### src/rtl/fact_sched.sv
// rtl/fact_sched.sv - job FIFO and round-robin dispatcher for four factorial units
//
// Purpose: software pushes 4-bit operands through a bus register window; queued
// jobs are handed to idle factorial units in round-robin order, one per cycle.
//
// Ports:
//   clk           system clock, all state updates on posedge
//   rst           synchronous active-high reset
//   input_addr    bus address (shared with interrupt-controller writes)
//   write_enable  bus write strobe
//   write_data    bus write data
//   read_data     combinational register read, 0 outside the window
//   done          per-unit completion pulse
//   unit_go       registered one-cycle start pulse per unit
//   unit_n        operand for unit i in bits [4i+3:4i]
//   sched_err     overflow | spurious
module fact_sched #(
  parameter logic [31:0] BASE_ADDR = 32'h00007000,
  parameter int          DEPTH     = 4
) (
  input  logic        clk,
  input  logic        rst,
  input  logic [31:0] input_addr,
  input  logic        write_enable,
  input  logic [31:0] write_data,
  output logic [31:0] read_data,
  input  logic [3:0]  done,
  output logic [3:0]  unit_go,
  output logic [15:0] unit_n,
  output logic        sched_err
);

  localparam int PW = (DEPTH > 1) ? $clog2(DEPTH) : 1;
  localparam int CW = $clog2(DEPTH + 1);

  logic [3:0]    fifo_mem [DEPTH];
  logic [PW-1:0] wr_ptr;
  logic [PW-1:0] rd_ptr;
  logic [CW-1:0] count;
  logic [3:0]    busy;
  logic [1:0]    last_grant;
  logic [3:0]    last_n;
  logic          enable;
  logic          overflow;
  logic          spurious;

  logic          job_wr;
  logic          ctrl_wr;
  logic          flush;
  logic          clear_err;
  logic          fifo_full;
  logic          fifo_empty;
  logic [3:0]    head;
  logic          push;
  logic          ovf_ev;
  logic          spur_ev;
  logic          found;
  logic [1:0]    grant_idx;
  logic [3:0]    grant_vec;
  logic          unused_bits;

  assign job_wr     = write_enable && (input_addr == BASE_ADDR);
  assign ctrl_wr    = write_enable && (input_addr == BASE_ADDR + 32'd12);
  assign flush      = ctrl_wr && write_data[1];
  assign clear_err  = ctrl_wr && write_data[2];
  assign fifo_full  = (count == CW'(DEPTH));
  assign fifo_empty = (count == '0);
  assign head       = fifo_mem[rd_ptr];

  // A full-queue write overflows even when a pop frees a slot this cycle;
  // a write coinciding with flush is silently discarded.
  assign push    = job_wr && !flush && !fifo_full;
  assign ovf_ev  = job_wr && !flush && fifo_full;
  assign spur_ev = |(done & ~busy);

  assign sched_err   = overflow | spurious;
  assign unused_bits = ^write_data[31:4];

  // Round-robin search starting just after the previous grant. A unit whose
  // done pulse arrives this cycle still counts as busy for this decision.
  always_comb begin
    found     = 1'b0;
    grant_idx = last_grant;
    if (enable && !fifo_empty && !flush) begin
      for (int k = 1; k <= 4; k++) begin
        if (!found && !busy[last_grant + 2'(k)]) begin
          found     = 1'b1;
          grant_idx = last_grant + 2'(k);
        end
      end
    end
    grant_vec = found ? (4'b0001 << grant_idx) : 4'b0000;
  end

  always_ff @(posedge clk) begin
    if (push) begin
      fifo_mem[wr_ptr] <= write_data[3:0];
    end
  end

  always_ff @(posedge clk) begin
    if (rst) begin
      wr_ptr     <= '0;
      rd_ptr     <= '0;
      count      <= '0;
      busy       <= '0;
      last_grant <= 2'd3;
      last_n     <= '0;
      enable     <= 1'b0;
      overflow   <= 1'b0;
      spurious   <= 1'b0;
      unit_go    <= '0;
      unit_n     <= '0;
    end else begin
      if (flush) begin
        wr_ptr <= '0;
        rd_ptr <= '0;
        count  <= '0;
      end else begin
        if (push) begin
          wr_ptr <= (wr_ptr == PW'(DEPTH - 1)) ? '0 : wr_ptr + 1'b1;
        end
        if (found) begin
          rd_ptr <= (rd_ptr == PW'(DEPTH - 1)) ? '0 : rd_ptr + 1'b1;
        end
        count <= count + CW'(push) - CW'(found);
      end

      busy    <= (busy & ~done) | grant_vec;
      unit_go <= grant_vec;
      if (found) begin
        unit_n[{grant_idx, 2'b00} +: 4] <= head;
        last_grant                      <= grant_idx;
        last_n                          <= head;
      end

      if (ctrl_wr) begin
        enable <= write_data[0];
      end
      // A new error event beats a simultaneous clear.
      overflow <= ovf_ev  | (overflow & ~clear_err);
      spurious <= spur_ev | (spurious & ~clear_err);
    end
  end

  always_comb begin
    read_data = 32'd0;
    if (input_addr == BASE_ADDR + 32'd4) begin
      read_data = {14'd0, spurious, overflow, 4'd0, busy, 3'd0,
                   fifo_empty, fifo_full, 3'(count)};
    end else if (input_addr == BASE_ADDR + 32'd8) begin
      read_data = {24'd0, last_n, 2'd0, last_grant};
    end else if (input_addr == BASE_ADDR + 32'd12) begin
      read_data = {31'd0, enable};
    end
  end

endmodule
### config.mk
export PLATFORM = sky130hd
export DESIGN_NAME = fact_sched
export DESIGN_NICKNAME = d
export VERILOG_FILES = /design/src/rtl/fact_sched.sv
export SDC_FILE = /design/constraint.sdc
export NUM_CORES = 1
export LEC_CHECK = 0
export ABC_AREA = 0
export BUFFER_PORTS_ARGS = -buffer_cell sky130_fd_sc_hd__buf_2
export CELL_PAD_IN_SITES_DETAIL_PLACEMENT = 1
export CELL_PAD_IN_SITES_GLOBAL_PLACEMENT = 2
export CORE_AREA = 2 2 101 103
export DETAILED_ROUTE_END_ITERATION = 12
export DIE_AREA = 0 0 103 105
export GPL_TIMING_DRIVEN = 0
export PLACE_DENSITY = 0.84
export SLEW_MARGIN = 40
export SYNTH_ARGS = -nofsm -noshare
export SYNTH_HDL_FRONTEND = slang
export SYNTH_SLANG_ARGS = --single-unit
### constraint.sdc
create_clock -name clk -period 4.4 [get_ports clk]
set_input_delay 0.22 -clock clk [delete_from_list [all_inputs] [get_ports clk]]
set_output_delay 0.22 -clock clk [all_outputs]
set_load 0.005 [all_outputs]
==> metrics.txt, run 1 <==
ys async rst share 0%; final setup TNS 0 ns; # setup viols final 0; largest net degree at the start of global routing 13; initial antenna violation count 0; clock root cell clkbuf_8; Routed WL per cell 14.3 um; Worst Hold Path EP fifo_mem[3][3]; First-pass DRT Iterations 5; first-pass GRT wire length 12100 um; Worst Path Arrival 3.34 ns; Pint 0.833 mW; routed vias/inst 4.67; r2r setup slk 1.45 ns; power per cell area 293 nW/um^2; total I/O pin count 124; Post-synth top cells dfxtp_1, buf_4, inv_1; Reg area 1320 sq um; CP max-delay cell nor3_4; FF-to-FF path depth 13; Yosys cell types 54; Hold Path Stages 1; area delta synth->final 27.6%; post-DP HPWL 5800 um; Max-slew headroom 60.2%; vias in the first global route 2534; Placed Cells 508; kind of critical path input port to flop; worst vdd ir 123 uV; count leader, synth dfxtp_1; crit path launch type input port; Synth Flop Type dfxtp_1; worst min-delay path startpoint write_data[3]; CTS resizes 0; clk_skew 0.00733 ns; outcome completed; initial drt markers 70; row cnt 36; post-synth top area cell dfxtp_1; routability cong. 0.756; post-synthesis sequential area ratio 46.0%; Max-cap violations 0; clock insertion delay at the later pin of the skew report 0.34 ns; height of the die 105 um; Slew @ Worst Pin 0.597 ns; # hold bufs at CTS 0; Detail Route Antenna Nets 0; P_sw 0.242 mW; Comb pwr share 5.4%; H-tree depth 3; Reg2Reg Capture Point count[2]; Die ar. 10800 sq um; antenna cells 0; share of layout cells above drive strength 1 32.2%; clk buf depth 2; CORE AREA 9640 sq um; Synth Area per Inst 10.2 sq um; worst min path class input port to flop; Synth Warn # 0; Crit Path Max Fanout 10; post-route minimum period 3.14 ns; Synth top area share 29.2%; initial cell density of the core 29.8%; Nets 470; Final Hold Viols 0; # fillers 1174; worst path required time 4.60 ns; Seq pwr share 51.1%; period utilization 71.4%; postcts setup bufs 0; Detailed Route WL 7470 um; Cell Count, Final, Fillers Out 524; max incr delay on CP 0.54 ns; post-synthesis register bit count 58; Worst Setup End Kind flop; Syn Inst Count 282; post-layout util 38.1%; TritonCTS buffer count 9; crit-path cells buf_2, nor4_1, nand4_1, nor3_4, nor3_1, buf_2, buf_4, ha_1, inv_1, ha_1, inv_1, fa_1, xor2_1, xnor2_1, nor3_1; RSZ-0062 raised after global routing no; number of synthesized flops with an enable pin 16; synthesized area 2880 sq um; Multi-input gate area 1350 sq um; global route overflow 0; Die X-Extent 103 um; FF-to-FF Start count[1]; maximum clock rate 0.318 GHz; DRC 0; routed via count 2446; Net Sw Frac 22.5%; CTS tree done; Sink Count 58; GRT Util Overall 14.5%; Clk pwr share 43.5%; top post-synthesis cells by area dfxtp_1, edfxtp_1, ha_1, buf_4, mux2i_1; Final Max Slew Viols 0; port bufs 76; clock slew at reported path FFs 0.07 ns; Leakage 1.59 nW
metal layers:
metal | global-route usage, % | part of all wire (%)
met3 | 4.15 | 6.5
met2 | 24.0 | 47
met1 | 18.0 | 46
met4 | 4.51 | 1.1
met5 | 0 | 0
cells by family (layout without fill, tap and decap cells):
| kind of cell | after synthesis | count (layout) | synth area share [%] |
|---|---|---|---|
| AOI/OAI and AO/OA | 38 | 38 | 10.4 |
| xor gates and xnor gates | 4 | 4 | 1.48 |
| adders and majority gates | 13 | 13 | 5.92 |
| buffers and inverters | 50 | 142 | 9.44 |
| DFF | 58 | 58 | 46.0 |
| muxes | 14 | 14 | 6.66 |
| other | 1 | 18 | 0.130 |
| and+or+nand+nor | 104 | 104 | 20.1 |
sequential cells by signal, indices dropped and copies added, names as in the netlist, named ones only:
| name | count |
|---|---|
| rd_ptr | 2 |
| wr_ptr | 2 |
| fifo_mem | 16 |
| last_grant | 2 |
| unit_n | 16 |
| last_n | 4 |
| count | 3 |
| unit_go | 4 |
| enable | 1 |
| overflow | 1 |
| spurious | 1 |
| busy | 4 |
per-stage QoR:
stage / hold WS, ns / instance area [sq um] / power [mW] / setup slack [ns]
after global placement: 0.436 / 3490 / 0.617 / 0.954
after detailed placement: 0.443 / 3490 / 0.619 / 0.855
final: 0.0947 / 3670 / 1.07 / 1.26
after global routing: 0.0785 / 3670 / 1.11 / 0.931
after floorplan: 0.319 / 2940 / 0.591 / 1.51
after CTS: 0.0876 / 3670 / 1.08 / 1.21
power by group through the flow:
stage	sequential (mW)	clock, mW	combinational, mW
4_1_cts	0.548	0.478	0.0583
5_1_grt	0.548	0.501	0.0653
2_1_floorplan	0.560	0	0.0302
6_report	0.548	0.467	0.0584
3_5_place_dp	0.560	0	0.0582
3_3_place_gp	0.560	0	0.0564
final cells by class:
type                            instances  share of cell area (%)
Multi-Input combinational cell        191                    36.7
Sequential cell                        58                    36.0
Timing Repair Buffer                   76                    10.4
Buffer                                 30                    5.35
Tap cell                              133                    4.53
Clock buffer                            9                    3.38
Inverter                               20                    2.05
Clock inverter                          7                    1.64
cells in the final DEF (no fill, tap or decap), drive strengths merged, types with 2 or more instances in the layout:
cell     synthesis  final
buf             24    100
dfxtp           42     42
inv             20     20
nand2           18     18
conb             1     18
nor3            18     18
nor2            17     17
edfxtp          16     16
clkbuf           6     15
ha              12     12
nand3           11     11
and2            10     10
mux2i            9      9
o32ai            7      7
o2bb2ai          7      7
a21oi            7      7
nor4             5      5
and3b            5      5
clkinv           0      5
nand4            4      4
and3             4      4
mux4             4      4
nand2b           3      3
o211ai           3      3
xnor2            3      3
nor4bb           2      2
o22ai            2      2
a21o             2      2
a2bb2oi          2      2
critical path, delay by kind of cell:
| kind | cells | cell delay [ns] |
|---|---|---|
| xor gates and xnor gates | 2 | 0.33 |
| adders and majority gates | 3 | 0.77 |
| buffers and inverters | 5 | 0.62 |
| and+or+nand+nor | 5 | 1.37 |
worst max-delay path by stage:
stage	from	endpoint	slack [ns]	depth (start not counted)
5_1_grt	input_addr[28]	count[2]	0.93	15
3_3_place_gp	input_addr[28]	count[2]	0.95	15
6_report	input_addr[28]	count[2]	1.26	15
4_1_cts	input_addr[15]	count[2]	1.21	15
3_5_place_dp	input_addr[15]	count[2]	0.85	15
2_1_floorplan	input_addr[17]	count[2]	1.51	14
Power figures use the tool's default switching activity.
==> run 2, diff against run 1 <==
- CORE_AREA: 2 2 101 103 -> 2 2 105 107
- DIE_AREA: 0 0 103 105 -> 0 0 107 109
- PLACE_DENSITY: 0.84 -> 0.79
- clock period: 4.4 -> 3.03 ns (I/O delays scaled with it)
==> run 2 against run 1 <==
Routed wire length up 3.3%. Clock power grew 32%. Clock-buffer cell count stayed put. Cell area increased by 1.6%. Setup slack worse by 1.1 ns. Core utilization fell by 2.9 points. Clock skew barely moved. Non-clock buffer count grew 7. Sequential cell count is the same. Combinational power grew 47%. Power is 39% higher. Critical endpoint unchanged.
==> metrics.txt, run 2 (synthesis results as in run 1) <==
outcome completed; CTS tree done; clk_skew 0.00760 ns (+0.000264 ns); FF-to-FF path depth 12 (-1); antenna cells 0 (unchanged); Nets 477 (+1.5%); clock insertion delay at the later pin of the skew report 0.33 ns (about the same); total power 1.50 mW (+39%); Final Hold Viols 0 (unchanged); clk buf depth 2 (unchanged); Max-cap violations 0 (unchanged); height of the die 109 um (+3.8%); area delta synth->final 29.7%; First-pass DRT Iterations 4 (-1); Die X-Extent 107 um (+3.9%); worst vdd ir 174 uV (+42%); max incr delay on CP 0.37 ns (-0.17 ns); Routed WL per cell 14.3 um (+0.62%); FF-to-FF Start last_grant[1]; crit-path cells buf_2, nor4b_1, nand4_1, buf_4, nor3_4, nor3_2, clkbuf_4, buf_4, ha_1, inv_1, ha_1, inv_1, fa_1, xor2_1, xnor2_1, nor3_1; routing usage on met2 22.5% (-1.5 points); most frequent cells in the layout buf_2, dfxtp_1, buf_4, inv_1; routed via count 2481 (+1.4%); post-route minimum period 2.82 ns; Detailed Route WL 7720 um (+3.3%); crit path launch type input port; r2r setup slk 0.22 ns (-1.23 ns); Worst Setup End Kind flop; commonest non-fill, non-tap cell in the layout buf_2; CORE AREA 10600 sq um (+10%); period utilization 93.2%; row cnt 38 (+5.6%); routed vias/inst 4.61 (-1.2%); GRT Util Overall 13.4% (-1.1 points); Hold Path Stages 1 (unchanged); Die ar. 11700 sq um (+7.8%); DRC 0 (unchanged); WHS 0.0318 ns (-0.0629 ns); Slew @ Worst Pin 0.567 ns (-0.0302 ns); power per cell area 402 nW/um^2 (+37%); worst min-delay path startpoint write_data[3]; total I/O pin count 124 (unchanged); Leakage 1.62 nW (+1.4%); clock slew at reported path FFs 0.07 ns (about the same); largest registers fifo_mem (16), unit_n (16); Top Usage Layer GRT met2; initial antenna violation count 0 (unchanged); H-tree depth 3 (unchanged); post-DP HPWL 5820 um (+0.18%); Crit Path Max Fanout 10 (unchanged); # setup viols final 0 (unchanged); Max-slew headroom 62.2% (+2.0 points); maximum clock rate 0.354 GHz; worst path required time 3.23 ns (-1.37 ns); vias in the first global route 2382 (-6.0%); initial drt markers 60 (-14%); CP max-delay cell fa_1; # hold bufs at CTS 0 (unchanged); met3 Usage GRT 2.99% (-1.2 points); Detail Route Antenna Nets 0 (unchanged); largest net degree at the start of global routing 13 (unchanged); Sink Count 58 (unchanged); worst min path class input port to flop; routability cong. 0.767 (+1.4%); first-pass GRT wire length 11900 um (-1.5%); grt met1 use 16.8% (-1.2 points); port bufs 76 (unchanged); kind of critical path input port to flop; clock root cell clkbuf_8; TritonCTS buffer count 9 (unchanged); initial cell density of the core 27.1% (-2.7 points); Worst Path Arrival 3.02 ns (-0.32 ns); Worst Hold Path EP fifo_mem[1][3]; global route overflow 0 (unchanged); Reg2Reg Capture Point unit_n[5]; Final Max Slew Viols 0 (unchanged); share of layout cells above drive strength 1 34.2% (+1.9 points)
-- run 2: changes by cell type in the layout (fill, tap and decap cells not counted), sizes merged --
| cell | change |
|---|---|
| clkbuf | +1 |
| buf | +6 |
| clkinvlp | +2 |
| clkinv | -1 |
| bufinv | -1 |
-- run 2: where the power goes --
part           switching [mW]  internal [mW]
registers            0.000451          0.796
clock network           0.324          0.292
logic                  0.0417         0.0441
total                   0.366           1.13
-- run 2: per-stage QoR --
| step | worst slack, ns | cells | area, sq um | setup TNS (ns) | util, % |
|---|---|---|---|---|---|
| floorplan | 0.209 | 299 | 2940 | 0 | - |
| global placement | -0.350 | 515 | 3490 | -1.26 | 33.0 |
| detailed placement | -0.386 | 515 | 3490 | -1.45 | 33.0 |
| CTS | 0.0506 | 533 | 3680 | 0 | 34.7 |
| global route | -0.0324 | 538 | 3730 | -0.0324 | 35.2 |
| finish | 0.205 | 538 | 3730 | 0 | 35.2 |
-- run 2: critical path: cells and delay by family --
kind	cells	cell delay [ns]
fa+ha+maj	3	0.78
simple gates	5	0.95
xor+xnor	2	0.30
buf+inv	6	0.84
-- run 2: layout make-up --
class                           instances  area (sq um)
Buffer                                 30           199
Fill cell                            1279          6870
Clock buffer                            9           124
Sequential cell                        58          1320
Inverter                               20          75.1
Multi-Input combinational cell        191          1360
Clock inverter                          7          46.3
Tap cell                              140           175
Timing Repair Buffer                   83           433
-- run 2: repair_timing --
item | in CTS | in global routing
pin swaps | 1 | 4
resized for setup | 0 | 3
buffers inserted | 2 | 5
setup endpoints to repair | 1 | 9
-- run 2: per-layer routing --
layer,vias to the layer above,wire [um]
met4,0,99
li1,1201,-
met2,85,3740
met5,-,0
met1,1183,3440
met3,12,439
-- run 2: how the worst max path moves through the flow --
stage / start / end / cells after the start
after floorplan: input_addr[17] / count[2] / 14
after global placement: input_addr[7] / count[2] / 15
after detailed placement: input_addr[7] / count[2] / 15
after CTS: input_addr[15] / count[2] / 15
after global routing: count[1] / count[2] / 13
final: input_addr[17] / count[2] / 16
